`config.mk`:
```
export PLATFORM = sky130hd
export DESIGN_NAME = regfile_ctrl_flat
export DESIGN_NICKNAME = d
export VERILOG_FILES = /design/src/rtl/regfile_ctrl_pkg.sv /design/src/rtl/regfile_ctrl_if.sv /design/src/rtl/regfile_bypass.sv /design/src/rtl/regfile_ctrl.sv /design/src/flat_wrapper.sv
export SDC_FILE = /design/constraint.sdc
export NUM_CORES = 1
export LEC_CHECK = 0
export ABC_AREA = 1
export CAP_MARGIN = 30
export CORE_MARGIN = 2
export CORE_UTILIZATION = 36
export CTS_CLUSTER_DIAMETER = 30
export DETAILED_ROUTE_END_ITERATION = 8
export GPL_ROUTABILITY_DRIVEN = 0
export MAX_ROUTING_LAYER = met4
export PLACE_DENSITY = 0.77
export SLEW_MARGIN = 40
export SYNTH_ARGS = -nofsm -noshare
export SYNTH_HDL_FRONTEND = slang
export SYNTH_SLANG_ARGS = --single-unit
```
`constraint.sdc`:
```
create_clock -name i_clk -period 2.55 [get_ports i_clk]
set_input_delay 0.3825 -clock i_clk [delete_from_list [all_inputs] [get_ports i_clk]]
set_output_delay 0.3825 -clock i_clk [all_outputs]
set_load 0.01 [all_outputs]
```
`src/rtl/regfile_ctrl_pkg.sv`:
```
// rtl/regfile_ctrl_pkg.sv - shared types, widths and bypass mux for regfile_ctrl
package regfile_ctrl_pkg;

   localparam int p_WORD_LEN      = 16;
   localparam int p_REG_ADDR_LEN  = 3;
   localparam int p_REG_FILE_SIZE = 8;

   typedef logic [p_WORD_LEN-1:0]     word_t;
   typedef logic [p_REG_ADDR_LEN-1:0] reg_addr_t;

   typedef enum logic [1:0] {
      CLEAR,
      IDLE,
      DBG_ACK
   } state_t;

   // r0 is forced to zero here so a corrupted file can never leak through.
   function automatic word_t bypass_mux(
      input logic      wb_en,
      input reg_addr_t wb_tgt,
      input word_t     wb_data,
      input reg_addr_t src,
      input word_t     rf_data
   );
      word_t data;
      if (src == '0) begin
         data = '0;
      end else if (wb_en && (wb_tgt == src)) begin
         data = wb_data;
      end else begin
         data = rf_data;
      end
      return data;
   endfunction

endpackage

```
`src/rtl/regfile_ctrl_if.sv`:
```
// rtl/regfile_ctrl_if.sv - pipeline, debug host and register file signals of regfile_ctrl
interface regfile_ctrl_if;
   import regfile_ctrl_pkg::*;

   reg_addr_t i_id_src1;
   reg_addr_t i_id_src2;
   logic      i_id_rd_en;
   word_t     o_id_src1_data;
   word_t     o_id_src2_data;

   logic      i_wb_en;
   reg_addr_t i_wb_tgt;
   word_t     i_wb_data;
   logic      o_stall;

   logic      i_dbg_req;
   logic      i_dbg_we;
   reg_addr_t i_dbg_addr;
   word_t     i_dbg_wdata;
   logic      o_dbg_ack;
   word_t     o_dbg_rdata;

   reg_addr_t o_rf_src1;
   reg_addr_t o_rf_src2;
   word_t     i_rf_src1_data;
   word_t     i_rf_src2_data;
   reg_addr_t o_rf_tgt;
   word_t     o_rf_tgt_data;
   logic      o_rf_wr_en;

   modport slave (
      input  i_id_src1, i_id_src2, i_id_rd_en,
      input  i_wb_en, i_wb_tgt, i_wb_data,
      input  i_dbg_req, i_dbg_we, i_dbg_addr, i_dbg_wdata,
      input  i_rf_src1_data, i_rf_src2_data,
      output o_id_src1_data, o_id_src2_data, o_stall,
      output o_dbg_ack, o_dbg_rdata,
      output o_rf_src1, o_rf_src2, o_rf_tgt, o_rf_tgt_data, o_rf_wr_en
   );

   modport master (
      output i_id_src1, i_id_src2, i_id_rd_en,
      output i_wb_en, i_wb_tgt, i_wb_data,
      output i_dbg_req, i_dbg_we, i_dbg_addr, i_dbg_wdata,
      output i_rf_src1_data, i_rf_src2_data,
      input  o_id_src1_data, o_id_src2_data, o_stall,
      input  o_dbg_ack, o_dbg_rdata,
      input  o_rf_src1, o_rf_src2, o_rf_tgt, o_rf_tgt_data, o_rf_wr_en
   );

endinterface

```
`src/rtl/regfile_bypass.sv`:
```
// rtl/regfile_bypass.sv - writeback-to-read bypass for one register file read port
module regfile_bypass
   import regfile_ctrl_pkg::*;
(
   input  logic      i_wb_en,
   input  reg_addr_t i_wb_tgt,
   input  word_t     i_wb_data,
   input  reg_addr_t i_src,
   input  word_t     i_rf_data,
   output word_t     o_data
);

   assign o_data = bypass_mux(i_wb_en, i_wb_tgt, i_wb_data, i_src, i_rf_data);

endmodule

```
`src/rtl/regfile_ctrl.sv`:
```
// rtl/regfile_ctrl.sv - register file port arbiter: post-reset clear, wb bypass, debug host access
module regfile_ctrl
   import regfile_ctrl_pkg::*;
#(
   parameter int p_DBG_MAX_WAIT = 4
) (
   input logic           i_clk,
   input logic           i_rst,
   regfile_ctrl_if.slave bus
);

   localparam int                WAIT_W   = $clog2(p_DBG_MAX_WAIT + 1);
   localparam logic [WAIT_W-1:0] WAIT_MAX = WAIT_W'(p_DBG_MAX_WAIT);
   localparam reg_addr_t         LAST_IDX = reg_addr_t'(p_REG_FILE_SIZE - 1);

   state_t            state_q,     state_d;
   reg_addr_t         clr_idx_q,   clr_idx_d;
   logic [WAIT_W-1:0] wait_cnt_q,  wait_cnt_d;
   word_t             dbg_rdata_q, dbg_rdata_d;

   logic      dbg_rd_grant;
   logic      dbg_wr_grant;
   reg_addr_t rf_src1;
   word_t     src1_byp;
   word_t     src2_byp;

   // Read-port steering is kept outside the FSM process so the bypass result can feed the capture.
   assign dbg_rd_grant  = (state_q == IDLE) && bus.i_dbg_req && !bus.i_dbg_we && !bus.i_id_rd_en;
   assign dbg_wr_grant  = (state_q == IDLE) && bus.i_dbg_req && bus.i_dbg_we && !bus.i_wb_en;
   assign rf_src1       = dbg_rd_grant ? bus.i_dbg_addr : bus.i_id_src1;
   assign bus.o_rf_src1 = rf_src1;
   assign bus.o_rf_src2 = bus.i_id_src2;

   regfile_bypass u_bypass1 (
      .i_wb_en   (bus.i_wb_en),
      .i_wb_tgt  (bus.i_wb_tgt),
      .i_wb_data (bus.i_wb_data),
      .i_src     (rf_src1),
      .i_rf_data (bus.i_rf_src1_data),
      .o_data    (src1_byp)
   );

   regfile_bypass u_bypass2 (
      .i_wb_en   (bus.i_wb_en),
      .i_wb_tgt  (bus.i_wb_tgt),
      .i_wb_data (bus.i_wb_data),
      .i_src     (bus.i_id_src2),
      .i_rf_data (bus.i_rf_src2_data),
      .o_data    (src2_byp)
   );

   assign bus.o_id_src1_data = src1_byp;
   assign bus.o_id_src2_data = src2_byp;
   assign bus.o_dbg_ack      = (state_q == DBG_ACK);
   assign bus.o_dbg_rdata    = dbg_rdata_q;

   always_comb begin
      state_d           = state_q;
      clr_idx_d         = clr_idx_q;
      wait_cnt_d        = wait_cnt_q;
      dbg_rdata_d       = dbg_rdata_q;
      bus.o_rf_wr_en    = 1'b0;
      bus.o_rf_tgt      = '0;
      bus.o_rf_tgt_data = '0;
      bus.o_stall       = 1'b0;

      case (state_q)
         CLEAR: begin
            bus.o_rf_wr_en = 1'b1;
            bus.o_rf_tgt   = clr_idx_q;
            bus.o_stall    = 1'b1;
            if (clr_idx_q == LAST_IDX) begin
               state_d   = IDLE;
               clr_idx_d = reg_addr_t'(1);
            end else begin
               clr_idx_d = clr_idx_q + 1'b1;
            end
         end

         IDLE: begin
            if (bus.i_wb_en) begin
               bus.o_rf_wr_en    = (bus.i_wb_tgt != '0);
               bus.o_rf_tgt      = bus.i_wb_tgt;
               bus.o_rf_tgt_data = bus.i_wb_data;
            end else if (dbg_wr_grant) begin
               bus.o_rf_wr_en    = (bus.i_dbg_addr != '0);
               bus.o_rf_tgt      = bus.i_dbg_addr;
               bus.o_rf_tgt_data = bus.i_dbg_wdata;
            end

            if (dbg_rd_grant) begin
               dbg_rdata_d = src1_byp;
            end

            bus.o_stall = bus.i_dbg_req && (wait_cnt_q == WAIT_MAX);

            if (dbg_rd_grant || dbg_wr_grant) begin
               state_d    = DBG_ACK;
               wait_cnt_d = '0;
            end else if (bus.i_dbg_req) begin
               if (wait_cnt_q != WAIT_MAX) begin
                  wait_cnt_d = wait_cnt_q + 1'b1;
               end
            end else begin
               wait_cnt_d = '0;
            end
         end

         DBG_ACK: begin
            if (bus.i_wb_en) begin
               bus.o_rf_wr_en    = (bus.i_wb_tgt != '0);
               bus.o_rf_tgt      = bus.i_wb_tgt;
               bus.o_rf_tgt_data = bus.i_wb_data;
            end
            state_d = IDLE;
         end

         default: begin
            state_d = CLEAR;
         end
      endcase
   end

   always_ff @(posedge i_clk or posedge i_rst) begin
      if (i_rst) begin
         state_q     <= CLEAR;
         clr_idx_q   <= reg_addr_t'(1);
         wait_cnt_q  <= '0;
         dbg_rdata_q <= '0;
      end else begin
         state_q     <= state_d;
         clr_idx_q   <= clr_idx_d;
         wait_cnt_q  <= wait_cnt_d;
         dbg_rdata_q <= dbg_rdata_d;
      end
   end

endmodule
```
`src/flat_wrapper.sv`:
```
// flat-port wrapper written by rule: the top's interface ports become plain ports
module regfile_ctrl_flat import regfile_ctrl_pkg::*;
#(
   parameter int p_DBG_MAX_WAIT = 4
)
  (i_clk, i_rst, bus_i_id_src1, bus_i_id_src2, bus_i_id_rd_en, bus_i_wb_en, bus_i_wb_tgt, bus_i_wb_data, bus_i_dbg_req, bus_i_dbg_we, bus_i_dbg_addr, bus_i_dbg_wdata, bus_i_rf_src1_data, bus_i_rf_src2_data, bus_o_id_src1_data, bus_o_id_src2_data, bus_o_stall, bus_o_dbg_ack, bus_o_dbg_rdata, bus_o_rf_src1, bus_o_rf_src2, bus_o_rf_tgt, bus_o_rf_tgt_data, bus_o_rf_wr_en);
  regfile_ctrl_if bus_i ();
  input logic i_clk;
  input logic i_rst;
  input wire logic [$bits(bus_i.i_id_src1)-1:0] bus_i_id_src1;
  input wire logic [$bits(bus_i.i_id_src2)-1:0] bus_i_id_src2;
  input wire logic [$bits(bus_i.i_id_rd_en)-1:0] bus_i_id_rd_en;
  input wire logic [$bits(bus_i.i_wb_en)-1:0] bus_i_wb_en;
  input wire logic [$bits(bus_i.i_wb_tgt)-1:0] bus_i_wb_tgt;
  input wire logic [$bits(bus_i.i_wb_data)-1:0] bus_i_wb_data;
  input wire logic [$bits(bus_i.i_dbg_req)-1:0] bus_i_dbg_req;
  input wire logic [$bits(bus_i.i_dbg_we)-1:0] bus_i_dbg_we;
  input wire logic [$bits(bus_i.i_dbg_addr)-1:0] bus_i_dbg_addr;
  input wire logic [$bits(bus_i.i_dbg_wdata)-1:0] bus_i_dbg_wdata;
  input wire logic [$bits(bus_i.i_rf_src1_data)-1:0] bus_i_rf_src1_data;
  input wire logic [$bits(bus_i.i_rf_src2_data)-1:0] bus_i_rf_src2_data;
  output wire logic [$bits(bus_i.o_id_src1_data)-1:0] bus_o_id_src1_data;
  output wire logic [$bits(bus_i.o_id_src2_data)-1:0] bus_o_id_src2_data;
  output wire logic [$bits(bus_i.o_stall)-1:0] bus_o_stall;
  output wire logic [$bits(bus_i.o_dbg_ack)-1:0] bus_o_dbg_ack;
  output wire logic [$bits(bus_i.o_dbg_rdata)-1:0] bus_o_dbg_rdata;
  output wire logic [$bits(bus_i.o_rf_src1)-1:0] bus_o_rf_src1;
  output wire logic [$bits(bus_i.o_rf_src2)-1:0] bus_o_rf_src2;
  output wire logic [$bits(bus_i.o_rf_tgt)-1:0] bus_o_rf_tgt;
  output wire logic [$bits(bus_i.o_rf_tgt_data)-1:0] bus_o_rf_tgt_data;
  output wire logic [$bits(bus_i.o_rf_wr_en)-1:0] bus_o_rf_wr_en;
  assign bus_i.i_id_src1 = bus_i_id_src1;
  assign bus_i.i_id_src2 = bus_i_id_src2;
  assign bus_i.i_id_rd_en = bus_i_id_rd_en;
  assign bus_i.i_wb_en = bus_i_wb_en;
  assign bus_i.i_wb_tgt = bus_i_wb_tgt;
  assign bus_i.i_wb_data = bus_i_wb_data;
  assign bus_i.i_dbg_req = bus_i_dbg_req;
  assign bus_i.i_dbg_we = bus_i_dbg_we;
  assign bus_i.i_dbg_addr = bus_i_dbg_addr;
  assign bus_i.i_dbg_wdata = bus_i_dbg_wdata;
  assign bus_i.i_rf_src1_data = bus_i_rf_src1_data;
  assign bus_i.i_rf_src2_data = bus_i_rf_src2_data;
  assign bus_o_id_src1_data = bus_i.o_id_src1_data;
  assign bus_o_id_src2_data = bus_i.o_id_src2_data;
  assign bus_o_stall = bus_i.o_stall;
  assign bus_o_dbg_ack = bus_i.o_dbg_ack;
  assign bus_o_dbg_rdata = bus_i.o_dbg_rdata;
  assign bus_o_rf_src1 = bus_i.o_rf_src1;
  assign bus_o_rf_src2 = bus_i.o_rf_src2;
  assign bus_o_rf_tgt = bus_i.o_rf_tgt;
  assign bus_o_rf_tgt_data = bus_i.o_rf_tgt_data;
  assign bus_o_rf_wr_en = bus_i.o_rf_wr_en;
  regfile_ctrl #(.p_DBG_MAX_WAIT(p_DBG_MAX_WAIT)) u_core (.i_clk(i_clk), .i_rst(i_rst), .bus(bus_i));
endmodule
```
==> flow_summary.yaml <==
outcome:
  outcome: "finished with violations"
  violations: "setup timing"
floorplan:
  core_area_sq_um: 6310
  initial_utilization: 0.370
  ios: 158
  rows: 29
  die_w_microns: 84.6
  die_area_sq_um: 7160
  dieHeight_microns: 84.6
placement:
  hpwlAfterDp_microns: 7870
  portBuffers: 157
  postPlaceCellArea_sq_um: 4340
clocking:
  cts-root-buf: "clkbuf_8"
  tritoncts: "built"
  clk_path_buf_depth: 2
  clock_sinks: 24
  clock_latency_ns: 0.26
  cts_max_level: 1
  clkTransAtPathRegs_ns: 0.07
  numCtsBuffers: 3
timing:
  rsz0062_at_grt: "yes"
  fmax_ghz: 0.384
  clock_skew_ns: 0.00452
  setup_viol: 11
  hold_violations: 0
  fin_ws_ns: -0.0555
  finalSetupTns_ns: -0.210
  slew_headroom: 0.603
  maxSlewViolCount: 0
  period_minus_slack_ns: 2.61
  tightest_slew_ns: 0.594
  post-route-period-util: 1.02
worst_setup_path:
  startpoint_type: "register"
  max_stage_delay_ns: 0.39
  slowest_stage: "dfrtp_1"
  path_class: "reg2out"
  crit_buf_inv: 5
  worstPathMaxFanout: 8
  cp_cell_sequence: "buf_6 -> ha_4 -> nand2_4 -> inv_8 -> nand2_8 -> nand2_4 -> nand3_4 -> nand2_1 -> nor2_2 -> nand2_4 -> buf_12 -> buf_4 -> nand2_1 -> a21oi_2 -> buf_2"
  crit_path_end_kind: "output pin"
  cp_common_cell: "nand2_4"
  cp_data_required_time_ns: 2.17
  critPathArrivalTime_ns: 2.22
  cp_top_family: "simple AND/OR/NAND/NOR gates"
global_routing:
  grt_pass1_wl_microns: 16100
  grt_pass1_vias: 3347
  grtUsageTotal: 0.282
  grt-ovfl-total: 0
  antenna_found_initial: 0
  grt_max_degree: 25
final_layout:
  final-seq-area_sq_um: 602
  layout_commonest_cell: "nand2_1"
  nets: 691
  synthToLayoutAreaGrowth_pct: 105
  final_cell_mix: "nand2_1 (151), clkdlybuf4s50_1 (100), buf_4 (61)"
  num_antenna_cells: 0
  multi_input_area_sq_um: 1760
  drive_above_1_share: 0.275
  nFillCells: 470
  final_area_sq_um: 4800
synthesis:
  synthesis.nets: 470
  synth_top_area_share: 0.255
  synth_area_leaders: "nand2_1 (26%), dfrtp_1 (25%), a21oi_1 (11%)"
  avgSynthCellArea_sq_um: 6.17
  ys_ff_latch: 24
  synth_warnings: 0
  synth_largest_area_cell: "nand2_1"
  yosysSeqAreaShare: 0.257
  synth_area_sq_um: 2340
  synthDistinctLibCells: 29
  syn-instance-count: 379
detailed_routing:
  via_per_inst: 5.20
  drt_iter0_drc: 202
  drcViolationCount: 0
  dr.pass1.iters: 4
  ant_nets: 0
  routedWlPerCell_microns: 15.9
  totalWireLength_microns: 10700
  vias: 3513
flow_run:
  maxCapViolCount: 0
power_and_ir_drop:
  p_per_area_nw_per_um2: 634
  peakVddDrop_mv: 0.624
  p_leak_uw: 0.00238
min_path:
  hold_path_class: "in2async"
## metrics by stage
stage / cells / utilization / total power [uW] / hold slack [ns] / worst slack (ns)
floorplan: 379 / - / 1550 / 0.396 / 0.351
global placement: 647 / 0.687 / 2620 / 0.461 / -0.458
detailed placement: 647 / 0.688 / 2680 / 0.469 / -0.467
global route: 676 / 0.761 / 3250 / 0.503 / -0.134
CTS: 667 / 0.722 / 2920 / 0.468 / -0.0798
finish: 676 / 0.761 / 3040 / 0.456 / -0.0555
## cells by family after synthesis
logic type / Yosys count / share of synthesized area
simple gates: 219 / 0.423
compound gates: 71 / 0.160
fa+ha+maj: 9 / 0.0482
xor+xnor: 1 / 0.00375
buf+inv: 55 / 0.108
flops: 24 / 0.257
## layer usage
layer | track usage | vias to the layer above | share of wire
met2 | 0.490 | 159 | 0.49
li1 | - | 1670 | -
met4 | 0.101 | 0 | 0.042
met3 | 0.0324 | 37 | 0.074
met1 | 0.336 | 1647 | 0.39
met5 | - | - | 0
## path summary, 6_finish.rpt
path	start	to	slack [ns]	depth (start not counted)
min reg2reg	u_core.bus.o_dbg_rdata[14]	u_core.bus.o_dbg_rdata[14]	0.49	2
max reg2reg	u_core.state_q[0]	u_core.bus.o_dbg_rdata[1]	0.32	17
max in group asynchronous	i_rst	u_core.clr_idx_q[0]	1.81	3
min in group i_clk	u_core.bus.o_dbg_rdata[14]	u_core.bus.o_dbg_rdata[14]	0.49	2
min	i_rst	u_core.wait_cnt_q[0]	0.46	3
max	u_core.state_q[0]	bus_o_id_src1_data[12]	-0.06	15
## final cells by class
class                           instances  share of cell area
Clock buffer                            4             0.00938
Sequential cell                        24               0.125
Inverter                               38              0.0323
Multi-Input combinational cell        300               0.366
Timing Repair Buffer                  233               0.447
Tap cell                               77              0.0201
## state kept, by name (all words and copies together) (netlist names)
register and flops:
u_core.clr_idx_q 3, u_core.bus.o_dbg_rdata 16, u_core.state_q 2, u_core.wait_cnt_q 3
## worst register-to-register path, cell delays in order, from the launching register on
cell and delay, ns:
dfrtp_1 0.39, buf_6 0.12, ha_4 0.17, nand2_4 0.09, inv_8 0.05, nand2_8 0.09
nand2_1 0.10, nand3_2 0.10, nand2_2 0.07, nor2_4 0.12, buf_12 0.14, buf_12 0.12
nand3_4 0.08, buf_4 0.15, buf_4 0.13, nand2_1 0.07, nand3_1 0.08, nand2_1 0.10
## timing repair
item | 4_1_cts | 5_1_grt
gates cloned | 1 | 1
setup buffers | 15 | 8
pin swaps | 14 | 17
hold buffers | 0 | 0
resized for setup | 143 | 38
endpoints found under the setup margin | 52 | 27
## cell usage after synthesis
master / instances
dfrtp_1: 23
buf_4: 4
nor2_4: 3
inv_1: 34
nand2_4: 2
nand2_1: 159
buf_6: 3
inv_4: 1
nor2_1: 3
buf_2: 4
clkbuf_1: 6
dfstp_2: 1
nor2_2: 1
nor3_1: 1
o31ai_1: 1
nand3_1: 37
a21oi_1: 52
a211oi_1: 1
clkinv_1: 1
nand3_2: 11
inv_2: 2
o22ai_1: 2
o21ai_0: 12
ha_1: 9
o221ai_1: 2
xor2_1: 1
or2_2: 1
a41oi_1: 1
nand4_2: 1
## where the power goes
part / internal (uW) / switching, uW
logic: 1040 / 1100
clock network: 111 / 110
registers: 570 / 115
total: 1720 / 1320
Note: power is estimated with default switching activity, not from simulation.
